===== src/rtl/uart_reg_responder_if.sv =====
// Byte-stream handshake between a UART receiver/transmitter pair and the
// register responder. Signal suffixes are from the responder's point of view.
interface uart_reg_responder_if #(
    parameter int WIDTH = 8
);
    logic [WIDTH-1:0] rx_dat_i;
    logic             rx_new_i;
    logic             tx_rdy_i;
    logic [WIDTH-1:0] tx_dat_o;
    logic             tx_new_o;

    modport master (
        output rx_dat_i, rx_new_i, tx_rdy_i,
        input  tx_dat_o, tx_new_o
    );

    modport slave (
        input  rx_dat_i, rx_new_i, tx_rdy_i,
        output tx_dat_o, tx_new_o
    );
endinterface


===== src/rtl/uart_reg_responder.sv =====
// Command/response register file behind a UART: a command byte (bit7 = write,
// bits[6:0] = address) optionally followed by a data byte yields one reply byte.
module uart_reg_responder #(
    parameter int WIDTH   = 8,
    parameter int NREGS   = 16,
    parameter int TIMEOUT = 1_000_000
) (
    input  logic                   clk_i,
    input  logic                   rst_i,
    uart_reg_responder_if.slave    bus,
    output logic [NREGS*WIDTH-1:0] regs_o,
    output logic                   busy_o,
    output logic                   err_o
);

    localparam int CW = (TIMEOUT > 1) ? $clog2(TIMEOUT) : 1;
    localparam logic [WIDTH-1:0] ACK = WIDTH'(8'h06);
    localparam logic [WIDTH-1:0] NAK = WIDTH'(8'h15);

    typedef enum logic [1:0] {
        IDLE     = 2'd0,
        GET_DATA = 2'd1,
        RESP     = 2'd2,
        WAIT_TX  = 2'd3
    } state_e;

    state_e                        state_q, state_d;
    logic                          wr_q, wr_d;
    logic [6:0]                    addr_q, addr_d;
    logic [CW-1:0]                 cnt_q, cnt_d;
    logic [NREGS-1:0][WIDTH-1:0]   regs_q, regs_d;
    logic [WIDTH-1:0]              tx_dat_q, tx_dat_d;
    logic                          tx_new_q, tx_new_d;
    logic                          busy_q, busy_d;
    logic                          err_q, err_d;

    logic                          addr_ok;
    logic [WIDTH-1:0]              rd_byte;
    logic [WIDTH-1:0]              resp_byte;

    // NOTE: every signal written here gets a default first, so no path can leave one unassigned and infer a latch.
    always_comb begin
        state_d  = state_q;
        wr_d     = wr_q;
        addr_d   = addr_q;
        cnt_d    = cnt_q;
        regs_d   = regs_q;
        tx_dat_d = tx_dat_q;
        tx_new_d = 1'b0;
        err_d    = 1'b0;

        addr_ok = (int'(addr_q) < NREGS);
        rd_byte = '0;
        for (int k = 0; k < NREGS; k++) begin
            if (int'(addr_q) == k) rd_byte = regs_q[k];
        end
        resp_byte = !addr_ok ? NAK : (wr_q ? ACK : rd_byte);

        case (state_q)
            IDLE: begin
                if (bus.rx_new_i) begin
                    wr_d    = bus.rx_dat_i[7];
                    addr_d  = bus.rx_dat_i[6:0];
                    cnt_d   = '0;
                    state_d = bus.rx_dat_i[7] ? GET_DATA : RESP;
                end
            end
            GET_DATA: begin
                // A byte arriving on the timeout edge still counts as the data byte.
                if (bus.rx_new_i) begin
                    for (int k = 0; k < NREGS; k++) begin
                        if (int'(addr_q) == k) regs_d[k] = bus.rx_dat_i;
                    end
                    cnt_d   = '0;
                    state_d = RESP;
                end else if (cnt_q == CW'(TIMEOUT - 1)) begin
                    cnt_d   = '0;
                    err_d   = 1'b1;
                    state_d = IDLE;
                end else begin
                    cnt_d = cnt_q + CW'(1);
                end
            end
            RESP: begin
                err_d = bus.rx_new_i;
                if (bus.tx_rdy_i) begin
                    tx_dat_d = resp_byte;
                    tx_new_d = 1'b1;
                    state_d  = WAIT_TX;
                end
            end
            WAIT_TX: begin
                err_d = bus.rx_new_i;
                if (!bus.tx_rdy_i) state_d = IDLE;
            end
            default: state_d = IDLE;
        endcase

        busy_d = (state_d != IDLE);
    end

    // NOTE: sequential state uses non-blocking assignments so every register samples pre-edge values.
    // NOTE: the register file is reset along with the control state because its contents are visible on regs_o.
    always_ff @(posedge clk_i or negedge rst_i) begin
        if (!rst_i) begin
            state_q  <= IDLE;
            wr_q     <= 1'b0;
            addr_q   <= '0;
            cnt_q    <= '0;
            regs_q   <= '0;
            tx_dat_q <= '0;
            tx_new_q <= 1'b0;
            busy_q   <= 1'b0;
            err_q    <= 1'b0;
        end else begin
            state_q  <= state_d;
            wr_q     <= wr_d;
            addr_q   <= addr_d;
            cnt_q    <= cnt_d;
            regs_q   <= regs_d;
            tx_dat_q <= tx_dat_d;
            tx_new_q <= tx_new_d;
            busy_q   <= busy_d;
            err_q    <= err_d;
        end
    end

    assign bus.tx_dat_o = tx_dat_q;
    assign bus.tx_new_o = tx_new_q;
    assign regs_o       = regs_q;
    assign busy_o       = busy_q;
    assign err_o        = err_q;

endmodule


===== src/flat_wrapper.sv =====
// flat-port wrapper written by rule: the top's interface ports become plain ports
module uart_reg_responder_flat 
#(
    parameter int WIDTH   = 8,
    parameter int NREGS   = 16,
    parameter int TIMEOUT = 1_000_000
)
  (clk_i, rst_i, regs_o, busy_o, err_o, bus_rx_dat_i, bus_rx_new_i, bus_tx_rdy_i, bus_tx_dat_o, bus_tx_new_o);
  uart_reg_responder_if #(.WIDTH(WIDTH)) bus_i ();
  input  logic clk_i;
  input  logic rst_i;
  output logic [NREGS*WIDTH-1:0] regs_o;
  output logic busy_o;
  output logic err_o;
  input wire logic [$bits(bus_i.rx_dat_i)-1:0] bus_rx_dat_i;
  input wire logic [$bits(bus_i.rx_new_i)-1:0] bus_rx_new_i;
  input wire logic [$bits(bus_i.tx_rdy_i)-1:0] bus_tx_rdy_i;
  output wire logic [$bits(bus_i.tx_dat_o)-1:0] bus_tx_dat_o;
  output wire logic [$bits(bus_i.tx_new_o)-1:0] bus_tx_new_o;
  assign bus_i.rx_dat_i = bus_rx_dat_i;
  assign bus_i.rx_new_i = bus_rx_new_i;
  assign bus_i.tx_rdy_i = bus_tx_rdy_i;
  assign bus_tx_dat_o = bus_i.tx_dat_o;
  assign bus_tx_new_o = bus_i.tx_new_o;
  uart_reg_responder #(.WIDTH(WIDTH), .NREGS(NREGS), .TIMEOUT(TIMEOUT)) u_core (.clk_i(clk_i), .rst_i(rst_i), .bus(bus_i), .regs_o(regs_o), .busy_o(busy_o), .err_o(err_o));
endmodule

===== config.mk =====
export PLATFORM = sky130hd
export DESIGN_NAME = uart_reg_responder_flat
export DESIGN_NICKNAME = d
export VERILOG_FILES = /design/src/rtl/uart_reg_responder_if.sv /design/src/rtl/uart_reg_responder.sv /design/src/flat_wrapper.sv
export SDC_FILE = /design/constraint.sdc
export NUM_CORES = 1
export LEC_CHECK = 0
export BUFFER_PORTS_ARGS = -buffer_cell sky130_fd_sc_hd__buf_2
export CAP_MARGIN = 20
export CORE_MARGIN = 5
export CORE_UTILIZATION = 35
export CTS_CLUSTER_SIZE = 28
export DETAILED_ROUTE_END_ITERATION = 10
export SYNTH_ARGS = -nofsm -noshare
export SYNTH_HDL_FRONTEND = slang
export SYNTH_SLANG_ARGS = --single-unit

===== constraint.sdc =====
create_clock -name clk_i -period 4.8 [get_ports clk_i]
set_input_delay 0.24 -clock clk_i [delete_from_list [all_inputs] [get_ports clk_i]]
set_output_delay 0.24 -clock clk_i [all_outputs]
set_load 0.01 [all_outputs]

==> flow_metrics.py <==
metrics = {
    "outcome": {
        "outcome": "complete, no violations",
    },
    "yosys": {
        "yosys.cell_types.count": 67,
        "syn_area_mm2": 0.008335,
        "synth_edf_count": 0,
        "synth_seq_area_share_pct": 50.74,
        "syn-num-nets": 766,
        "synthCells": 753,
        "ys_ff_latch": 169,
        "async_reset_ff_share_pct": 100.0,
        "synth.area.top_cells": "dfrtp_1 51%, mux2_2 18%, o21ai_0 3.9%",
        "ys_warn_count": 0,
        "yosysTopAreaCellShare_pct": 50.74,
        "syn_area_per_cell_um2": 11.07,
        "yosysTopAreaCell": "dfrtp_1",
        "ys.flop_type": "dfrtp_1",
    },
    "clocking": {
        "cts_root_buf": "clkbuf_16",
        "clkSlewWorstSetupHoldPaths_ns": 0.07,
        "cts.path.max_buffers": 2,
        "cts_tree": "built",
        "htree_levels": 4,
        "cts_resized": 0,
        "cts_inserted_buffers": 17,
        "worstSkewPairLatency_ns": 0.44,
        "cts_hold_buffers": 1,
        "cts_sinks": 169,
        "post_cts_buffers": 0,
    },
    "layout": {
        "drive_gt1_share_pct": 38.68,
        "synthToLayoutAreaGrowth_pct": 19.33,
        "diodes": 0,
        "final_nets": 897,
        "stdcell_count": 1216,
    },
    "setup_path": {
        "slowest_stage": "nor2b_1",
        "cp_max_fo": 25,
        "crit_type": "register to register",
        "rrSetupSlack_ns": 1.46,
        "regToRegEndpoint": "u_core.bus.tx_dat_o[6]",
        "cp_top_family": "simple AND/OR/NAND/NOR gates",
        "worst_setup_path_start_kind": "register",
        "cp_data_arrival_time_ns": 3.62,
        "cp_num_cells": 6,
        "r2r_start": "u_core.addr_q[0]",
        "cp-startpoint": "u_core.addr_q[0]",
        "crit_end": "u_core.bus.tx_dat_o[6]",
        "end_kind": "register",
        "required_ns": 5.09,
        "max_stage_delay_ns": 0.75,
        "crit_chain": "nor2b_1 -> nand2_1 -> o21ai_0 -> a21oi_1 -> a221oi_1 -> o21ai_0",
        "path_common_cell": "o21ai_0",
        "r2r_cells": 6,
        "crit_buf_inv": 0,
    },
    "drt": {
        "drt_wl_total_um": 29200,
        "first_pass_iters": 5,
        "drtIter0Drc": 589,
        "vias": 6896,
        "avgRoutedWirePerCell_um": 24.01,
        "via_per_inst": 5.671,
        "drc": 0,
        "ant_nets": 0,
    },
    "timing": {
        "fin_crit_ns": 3.338,
        "max_freq_mhz": 299.5,
        "finClkSkew_ns": 0.01133,
        "setup_viol": 0,
        "finalCritPeriodShare_pct": 69.55,
        "finalSetupTns_ns": 0,
        "maxSlewHeadroom_pct": 45.26,
        "slew_violations": 0,
        "rsz0062_at_grt": "false",
        "worst_slew_pin_slew_ns": 0.8212,
        "hold_viol": 0,
    },
    "global_routing": {
        "antenna_found_initial": 0,
        "overflow": 0,
        "grt_max_degree": 90,
        "grt_use_total_pct": 21.91,
        "grt_pass1_wl_um": 44170,
        "grt_pass1_vias": 6887,
    },
    "floorplanning": {
        "core_area_mm2": 0.02347,
        "top_level_ports": 151,
        "die_x_um": 164.3,
        "fp.dieH_um": 164.3,
        "rows": 56,
        "die_area_mm2": 0.02700,
        "start_util_pct": 35.51,
    },
    "placement": {
        "port_buffers": 150,
        "post-place-cells": 1183,
        "gp_congestion": 0.9658,
        "dp_hpwl_um": 20840,
    },
    "pwr": {
        "swShare_pct": 39.07,
        "peakVddDrop_mv": 0.2255,
        "power.share.clock_pct": 27.7,
        "pwr-share-seq_pct": 39.4,
        "power.switching_uw": 1929,
        "leakage_uw": 0.004873,
        "internal_power_uw": 3008,
        "p_comb_share_pct": 33.0,
        "power_density_mw_per_mm2": 496.2,
    },
    "min_path": {
        "hold_path_class": "input port to register",
    },
    "run": {
        "drv_cap": 0,
    },
}
==> Yosys cell counts, drive strengths merged (3+ instances only) <==
master and number:
a21oi 35, a221oi 3, a22oi 9, a2bb2oi 4, a31oi 13, a32oi 4, and2 4, and3 10
and4 4, buf 22, clkbuf 28, dfrtp 169, inv 6, mux2 135, mux2i 11, nand2 51
nand2b 10, nand3 27, nand3b 3, nand4 5, nor2 47, nor2b 5, nor3 17, nor3b 3
nor4 5, o2111ai 3, o211ai 4, o21ai 65, o221ai 3, o22ai 10, o31ai 5, or3 4
==> placed cells by master, fill, tap and decap left out, types with 4 or more instances in the layout <==
cell type  instances
dfrtp_1          169
buf_2            149
mux2_2           135
o21ai_0           65
nand2_1           50
nor2_1            41
a21oi_1           35
nand3_1           25
clkbuf_16         17
a31oi_1           13
nor3_1            12
mux2i_1           11
and3_1            10
nand2b_1          10
o22ai_1           10
buf_4             10
a22oi_1            9
inv_1              6
o31ai_1            5
nor2b_1            5
nor2_2             5
nand4_1            5
and4_1             4
nor4_1             4
a32oi_1            4
o211ai_1           4
a2bb2oi_1          4
clkinv_2           4
==> power groups by stage <==
stage	clock [µW]	sequential (µW)	combinational [µW]
final	1370	1940	1630
after CTS	1390	1940	1610
after floorplan	0	1900	1020
after detailed placement	0	1960	1600
after global routing	1450	1970	1750
after global placement	0	1960	1600
==> area by class of cell <==
class / instances / area (µm²)
inverters: 6 / 22.52
clock buffers: 18 / 429.2
flip-flops and latches: 169 / 4229
well taps: 319 / 399.1
clock inverters: 14 / 147.6
fillers: 2267 / 13530
multi-input cells: 528 / 3857
repair buffers: 162 / 862.1
==> routing by layer <==
layer	vias up	wire, µm	global-route usage, %
li1	3061	-	-
met1	3553	13000	30.71
met2	248	13720	34.51
met3	34	1895	4.442
met4	0	578	6.329
met5	-	0	0
==> stage by stage <==
stage	hold slack [ns]	instance area (µm²)	total power, µW	worst slack [ns]	utilization, %
after floorplan	-0.05559	8335	2927	2.804	-
after global placement	0.3388	9360	3558	1.420	39.88
after detailed placement	0.3458	9360	3563	1.542	39.88
after CTS	0.07671	9947	4942	1.558	42.38
after global routing	0.1033	9947	5171	1.435	42.38
final	0.08993	9947	4936	1.462	42.38
==> kinds of logic after synthesis <==
group | share of synthesized area [%]
simple gates | 12.67
compound gates | 13.80
flops | 50.74
mux | 19.56
buf+inv | 2.987
xor+xnor | 0.1051
fa+ha+maj | 0.1501
==> state kept, by name (all words and copies together), names as in the netlist <==
name and cells:
u_core.wr_q 1, u_core.addr_q 7, u_core.bus.tx_dat_o 8, u_core.regs_o 128, u_core.bus.tx_new_o 1, u_core.err_o 1
u_core.cnt_q 20, u_core.busy_o 1, u_core.state_q 2
==> how the worst min path moves through the flow <==
stage	startpoint	end	slack [ns]	cells past startpoint
floorplan	rst_i	u_core.addr_q[0]	-0.06	0
global placement	rst_i	u_core.regs_o[45]	0.34	1
detailed placement	rst_i	u_core.regs_o[45]	0.35	1
CTS	bus_tx_rdy_i	u_core.state_q[0]	0.08	2
global route	bus_tx_rdy_i	u_core.state_q[0]	0.10	2
finish	bus_tx_rdy_i	u_core.state_q[0]	0.09	2
No activity file was read; power rests on OpenSTA's default activity.
